File: config.mk
export PLATFORM = sky130hd
export DESIGN_NAME = automate_prog_fsm_flat
export DESIGN_NICKNAME = d
export VERILOG_FILES = /design/src/rtl/automate_pkg.sv /design/src/rtl/automate_prog_fsm_if.sv /design/src/rtl/automate_table.sv /design/src/rtl/automate_prog_fsm.sv /design/src/flat_wrapper.sv
export SDC_FILE = /design/constraint.sdc
export NUM_CORES = 1
export LEC_CHECK = 0
export ABC_CLOCK_PERIOD_IN_PS = 3250
export BUFFER_PORTS_ARGS = -buffer_cell sky130_fd_sc_hd__buf_2
export CELL_PAD_IN_SITES_DETAIL_PLACEMENT = 1
export CELL_PAD_IN_SITES_GLOBAL_PLACEMENT = 2
export CORE_MARGIN = 3
export CORE_UTILIZATION = 52
export CTS_BUF_LIST = sky130_fd_sc_hd__clkbuf_4 sky130_fd_sc_hd__clkbuf_8
export DETAILED_ROUTE_END_ITERATION = 12
export PLACE_DENSITY = 0.79
export SLEW_MARGIN = 20
export SYNTH_ARGS = -nofsm -noshare
export SYNTH_HDL_FRONTEND = slang
export SYNTH_HIERARCHICAL = 1
export SYNTH_SLANG_ARGS = --single-unit
File: constraint.sdc
create_clock -name clk -period 3.25 [get_ports clk]
set_input_delay 0.4875 -clock clk [delete_from_list [all_inputs] [get_ports clk]]
set_output_delay 0.4875 -clock clk [all_outputs]
set_load 0.05 [all_outputs]
File: src/rtl/automate_pkg.sv
// Shared definitions for the table-driven control automaton: controller states,
// default geometry and transition-table entry layout helpers.
package automate_pkg;

   typedef enum logic [1:0] {
      IDLE = 2'd0,
      RUN  = 2'd1,
      HALT = 2'd2
   } ctrl_t;

   localparam int unsigned DEF_SW = 3;
   localparam int unsigned DEF_XW = 3;
   localparam int unsigned DEF_YW = 5;

   // Entry layout is {next_state[SW], out[YW]}: outputs in the low bits.
   function automatic int unsigned out_lsb();
      return 0;
   endfunction

   function automatic int unsigned ns_lsb(input int unsigned yw);
      return yw;
   endfunction

   function automatic int unsigned entry_w(input int unsigned sw, input int unsigned yw);
      return sw + yw;
   endfunction

endpackage

File: src/rtl/automate_prog_fsm_if.sv
// Configuration bus of the programmable automaton: table write port and
// the drop-notification pulse back to the writer.
interface automate_prog_fsm_if
   import automate_pkg::*;
#(
   parameter int unsigned SW = DEF_SW,
   parameter int unsigned XW = DEF_XW,
   parameter int unsigned YW = DEF_YW
);
   logic              cfg_we;
   logic [SW+XW-1:0]  cfg_addr;
   logic [SW+YW-1:0]  cfg_wdata;
   logic              cfg_err;

   modport master (output cfg_we, output cfg_addr, output cfg_wdata, input  cfg_err);
   modport slave  (input  cfg_we, input  cfg_addr, input  cfg_wdata, output cfg_err);
endinterface

File: src/rtl/automate_table.sv
// Transition table storage: one synchronous write port, one combinational
// read port, contents deliberately not reset so they survive a reset.
module automate_table #(
   parameter int unsigned AW = 6,
   parameter int unsigned DW = 8
)(
   input  logic          clk,
   input  logic          we,
   input  logic [AW-1:0] waddr,
   input  logic [DW-1:0] wdata,
   input  logic [AW-1:0] raddr,
   output logic [DW-1:0] rdata
);
   logic [DW-1:0] mem [2**AW];

   always_ff @(posedge clk) begin
      if (we) mem[waddr] <= wdata;
   end

   always_comb rdata = mem[raddr];

endmodule

File: src/rtl/automate_prog_fsm.sv
// Table-driven control automaton: next state and Mealy strobes are looked up
// from a loadable table indexed by {state, x}; reports done and step count.
module automate_prog_fsm
   import automate_pkg::*;
#(
   parameter int unsigned SW         = DEF_SW,
   parameter int unsigned XW         = DEF_XW,
   parameter int unsigned YW         = DEF_YW,
   parameter int unsigned INIT_STATE = 0,
   parameter int unsigned HALT_STATE = 4,
   parameter int unsigned CW         = 8
)(
   input  logic                clk,
   input  logic                res,
   input  logic                run,
   input  logic [XW-1:0]       x,
   output logic [YW-1:0]       t,
   output logic                ta,
   output logic [SW-1:0]       state,
   output logic [CW-1:0]       steps,
   automate_prog_fsm_if.slave  cfg
);
   localparam int unsigned     EW      = entry_w(SW, YW);
   localparam int unsigned     NS_LSB  = ns_lsb(YW);
   localparam int unsigned     OUT_LSB = out_lsb();
   localparam logic [SW-1:0]   INIT_S  = SW'(INIT_STATE);
   localparam logic [SW-1:0]   HALT_S  = SW'(HALT_STATE);

   ctrl_t          ctrl, ctrl_nxt;
   logic [EW-1:0]  e;
   logic [SW-1:0]  e_ns, state_nxt;
   logic [YW-1:0]  e_out;
   logic [CW-1:0]  steps_nxt;
   logic           ta_nxt, tbl_we, cfg_err_q;

   // Writes only land while idle; anything else is dropped and flagged.
   assign tbl_we      = cfg.cfg_we && (ctrl == IDLE);
   assign cfg.cfg_err = cfg_err_q;

   automate_table #(
      .AW (SW + XW),
      .DW (EW)
   ) u_table (
      .clk   (clk),
      .we    (tbl_we),
      .waddr (cfg.cfg_addr),
      .wdata (cfg.cfg_wdata),
      .raddr ({state, x}),
      .rdata (e)
   );

   assign e_ns  = e[NS_LSB +: SW];
   assign e_out = e[OUT_LSB +: YW];

   always_ff @(posedge clk or negedge res) begin
      if (!res) begin
         ctrl      <= IDLE;
         state     <= INIT_S;
         steps     <= '0;
         ta        <= 1'b0;
         cfg_err_q <= 1'b0;
      end else begin
         ctrl      <= ctrl_nxt;
         state     <= state_nxt;
         steps     <= steps_nxt;
         ta        <= ta_nxt;
         cfg_err_q <= cfg.cfg_we && (ctrl != IDLE);
      end
   end

   always_comb begin
      ctrl_nxt  = ctrl;
      state_nxt = state;
      steps_nxt = steps;
      ta_nxt    = ta;
      t         = '0;
      unique case (ctrl)
         IDLE: begin
            if (run) begin
               ctrl_nxt  = RUN;
               state_nxt = INIT_S;
               steps_nxt = '0;
               ta_nxt    = 1'b0;
            end
         end
         RUN: begin
            t = e_out;
            // Dropping run suppresses the transition of this edge entirely.
            if (!run) begin
               ctrl_nxt  = IDLE;
               state_nxt = INIT_S;
               ta_nxt    = 1'b0;
            end else begin
               state_nxt = e_ns;
               if (steps != '1) steps_nxt = steps + CW'(1);
               if (e_ns == HALT_S) begin
                  ctrl_nxt = HALT;
                  ta_nxt   = 1'b1;
               end
            end
         end
         HALT: begin
            if (!run) begin
               ctrl_nxt  = IDLE;
               state_nxt = INIT_S;
               ta_nxt    = 1'b0;
            end
         end
         default: begin
            ctrl_nxt  = IDLE;
            state_nxt = INIT_S;
            ta_nxt    = 1'b0;
         end
      endcase
   end

endmodule

File: src/flat_wrapper.sv
// flat-port wrapper written by rule: the top's interface ports become plain ports
module automate_prog_fsm_flat import automate_pkg::*;
#(
   parameter int unsigned SW         = DEF_SW,
   parameter int unsigned XW         = DEF_XW,
   parameter int unsigned YW         = DEF_YW,
   parameter int unsigned INIT_STATE = 0,
   parameter int unsigned HALT_STATE = 4,
   parameter int unsigned CW         = 8
)
  (clk, res, run, x, t, ta, state, steps, cfg_cfg_we, cfg_cfg_addr, cfg_cfg_wdata, cfg_cfg_err);
  automate_prog_fsm_if #(.SW(SW), .XW(XW), .YW(YW)) cfg_i ();
  input  logic clk;
  input  logic res;
  input  logic run;
  input  logic [XW-1:0] x;
  output logic [YW-1:0] t;
  output logic ta;
  output logic [SW-1:0] state;
  output logic [CW-1:0] steps;
  input wire logic [$bits(cfg_i.cfg_we)-1:0] cfg_cfg_we;
  input wire logic [$bits(cfg_i.cfg_addr)-1:0] cfg_cfg_addr;
  input wire logic [$bits(cfg_i.cfg_wdata)-1:0] cfg_cfg_wdata;
  output wire logic [$bits(cfg_i.cfg_err)-1:0] cfg_cfg_err;
  assign cfg_i.cfg_we = cfg_cfg_we;
  assign cfg_i.cfg_addr = cfg_cfg_addr;
  assign cfg_i.cfg_wdata = cfg_cfg_wdata;
  assign cfg_cfg_err = cfg_i.cfg_err;
  automate_prog_fsm #(.SW(SW), .XW(XW), .YW(YW), .INIT_STATE(INIT_STATE), .HALT_STATE(HALT_STATE), .CW(CW)) u_core (.clk(clk), .res(res), .run(run), .x(x), .t(t), .ta(ta), .state(state), .steps(steps), .cfg(cfg_i));
endmodule
==> results.yml <==
power:
  power_density_nw_per_um2: 599
  p_total_w: 0.0146
  ir_worst_vdd_v: 0.000321
  leakage_nw: 8.06
clock_tree:
  h-tree-depth: 3
  clk-insertion-delay-late_ns: 0.64
  cts_inserted_buffers: 84
  clk_path_buf_depth: 3
  cts.reportedPaths.clkPinSlew_ns: 0.06
  numClockSinks: 526
  cts_tree: "yes"
  root_buffer: "clkbuf_8"
global_route:
  grt_max_degree: 65
  grt_pass1_wl_um: 77200
  grt_pass1_vias: 11700
  track_usage_pct: 25.4
  antenna_found_initial: 2
  grt_overflow: 0
timing:
  hold_slack_ns: 0.0847
  finalCritPeriodShare_pct: 100
  final_max_slew_viol_count: 0
  hold_viol: 0
  setup_violations: 1
  setup_ws_ns: -0.000810
  tightest_slew_ns: 0.875
  max_freq_mhz: 308
  min_period_ns: 3.25
  finalClockSkew_ns: 0.0163
  slew_headroom_pct: 41.7
  grt_setup_unrepaired: "true"
critical_path:
  cp_slowest_stage_delay_ns: 0.53
  cpMaxStageDelayCell: "mux4_2"
  cp_max_fo: 1
  crit_chain: "mux4_2 > mux4_2 > nor2_2 > buf_6 > nor3_4 > o2bb2ai_2 > and2_4 > buf_6"
  start_kind: "register"
  crit_required_ns: 2.76
  rr_worst_depth: 9
  path_class: "reg2out"
  r2r_end: "u_core/ctrl[1]$_DFFE_PN0P_"
  worstReg2RegStart: "u_core/state[0]$_DFFE_PN0P_"
  crit_arrival_ns: 2.76
  end_kind: "output pin"
  r2r_setup_slack_ns: 0.57
synthesis:
  synth.area.top_cells: "edfxtp_1 74%, mux4_2 14%, dfrtp_1 1.7%"
  postSynthCellCount: 1010
  synth_nets: 1032
  netlist_area_um2: 20800
  netlist.area_leader.share_pct: 74.1
  synth_largest_area_cell: "edfxtp_1"
  synth_warnings: 6
  ys_seq_elements: 526
  syn_avg_cell_area_um2: 20.6
  ys_async_sr_fraction_pct: 2.66
  ys_seq_area_share_pct: 75.7
  ys.flop_type: "edfxtp_1"
  yosysUniqueCellTypes: 51
  synth-edff-count: 512
worst_hold_path:
  min_to: "u_core/cfg.cfg_err$_DFF_PN0_"
  min_from: "cfg_cfg_we"
  holdCritPathClass: "in2reg"
  min_path_cells: 2
final_layout:
  final_cell_mix: "512 x edfxtp_1, 126 x buf_4, 126 x mux4_2, 87 x clkbuf_8, 84 x nor2_1"
  drive_above_1_share_pct: 37.7
  layout_commonest_cell: "edfxtp_1"
  fin_nets: 1241
  layout.cells.non_filler: 1801
  final_util_pct: 62.6
  area_delta_synth_final_pct: 17.5
routing:
  via_count: 10900
  drt_pass1_iterations: 5
  ant_nets: 0
  viasPerCell: 6.06
  drt_wl_total_um: 51800
  route.detailed.drc: 0
  avgRoutedWirePerCell_um: 28.8
  drtIter0Drc: 1022
placed_design:
  dp_slack_ns: -0.571
  io_buffer_count: 38
  gp_congestion: 0.816
  dp_hpwl_um: 33000
  placed_cells: 1640
floorplan:
  fp.dieH_um: 206
  dieArea_um2: 42400
  rows: 72
  pin_count: 39
  dieWidth_um: 206
  start_util_pct: 53.2
  core-area_um2: 39000
run_status:
  failed_checks: "setup timing"
  outcome: "finished with violations"
run:
  maxCapViolations: 0
-- where the power goes --
group	total (W)	internal, W	switching (W)
combinational	0.00169	0.000685	0.00101
sequential	0.00756	0.00749	0.0000627
clock	0.00538	0.00290	0.00247
-- final cells by class --
cell class / count / area [um^2]
fillers: 3286 / 14600
diodes: 1 / 2.50
repair buffers: 177 / 1490
clock buffers: 118 / 1430
inverters: 1 / 3.75
well taps: 518 / 648
clock inverters: 31 / 158
flip-flops and latches: 526 / 15700
multi-input cells: 429 / 4940
-- worst max-delay path by stage --
stage | from | end | slack [ns] | cells past startpoint
floorplan | u_core/state[0]$_DFFE_PN0P_ | t[3] | 0.33 | 7
global placement | x[0] | t[0] | -0.54 | 10
detailed placement | x[0] | t[0] | -0.57 | 10
CTS | u_core/u_table/mem[11][2]$_DFFE_PP_ | t[2] | -0.08 | 8
global route | u_core/state[0]$_DFFE_PN0P_ | t[3] | -0.09 | 8
finish | u_core/u_table/mem[11][2]$_DFFE_PP_ | t[2] | -0.0008 | 8
-- kinds of logic (layout without fill, tap and decap cells) --
kind of cell             count (synthesis)  in the layout  synth area share, %
AND/OR/NAND/NOR                        186            186                 4.16
flip-flops                             526            526                 75.7
multiplexers                           162            162                 15.5
AO/OA/AOI/OAI                           80             80                 2.91
other                                    0              1                    0
buffers and inverters                   55            327                 1.65
adder cells (fa/ha/maj)                  1              1               0.0603
-- worst max-delay path, delay by kind of cell (launching register included) --
family	cells	cell delay, ns
AOI/OAI and AO/OA	1	0.16
buffers and inverters	2	0.27
DFF	1	0.36
muxes	2	1.02
and+or+nand+nor	3	0.32
-- synthesized netlist by cell type, types with 3 or more instances --
| master | count |
|---|---|
| o22ai_1 | 8 |
| mux2i_1 | 23 |
| a21oi_1 | 7 |
| o21ai_1 | 5 |
| a221oi_1 | 6 |
| and3_1 | 3 |
| o21a_1 | 3 |
| o21ai_0 | 7 |
| nand3_1 | 16 |
| edfxtp_1 | 512 |
| mux4_2 | 126 |
| dfrtp_1 | 14 |
| nand3b_1 | 4 |
| nor2_1 | 89 |
| nor2b_1 | 18 |
| and2_1 | 6 |
| o2bb2ai_1 | 3 |
| nor3_1 | 8 |
| buf_2 | 13 |
| o2111ai_1 | 3 |
| o221ai_1 | 8 |
| mux2_2 | 13 |
| clkbuf_1 | 17 |
| buf_1 | 4 |
| nand2b_1 | 10 |
| nand2_1 | 23 |
| a22oi_1 | 3 |
| nor3b_1 | 3 |
| buf_4 | 13 |
| a211oi_1 | 4 |
| buf_6 | 5 |
| a22o_1 | 6 |
-- per-layer routing --
| layer | global-route usage (%) | up-vias | routed length, um |
|---|---|---|---|
| met5 | 0 | - | 18 |
| met4 | 7.37 | 4 | 1020 |
| met3 | 5.43 | 67 | 3060 |
| met2 | 40.5 | 360 | 25600 |
| met1 | 35.9 | 5861 | 22100 |
| li1 | - | 4615 | - |
-- per-stage QoR --
step	cell area [um^2]	setup TNS (ns)
2_1_floorplan	20800	0
3_3_place_gp	22300	-1.18
3_5_place_dp	22400	-1.32
4_1_cts	24200	-0.273
5_1_grt	24400	-0.306
6_report	24400	-0.000810
-- flip-flops by register name, summed over array words and instances (netlist names) --
name,count
u_core/ctrl,2
u_core/u_table/mem,512
u_core/steps,8
u_core/state,3
u_core/cfg.cfg_err,1
-- repair_timing --
item                                   CTS  global route
resized for setup                       37            34
endpoints found under the hold margin   14             0
hold buffers                             1             0
setup buffers                            6             5
pin swaps                                5            14
setup endpoints to repair                5             5
No activity file was read; power rests on OpenSTA's default activity.
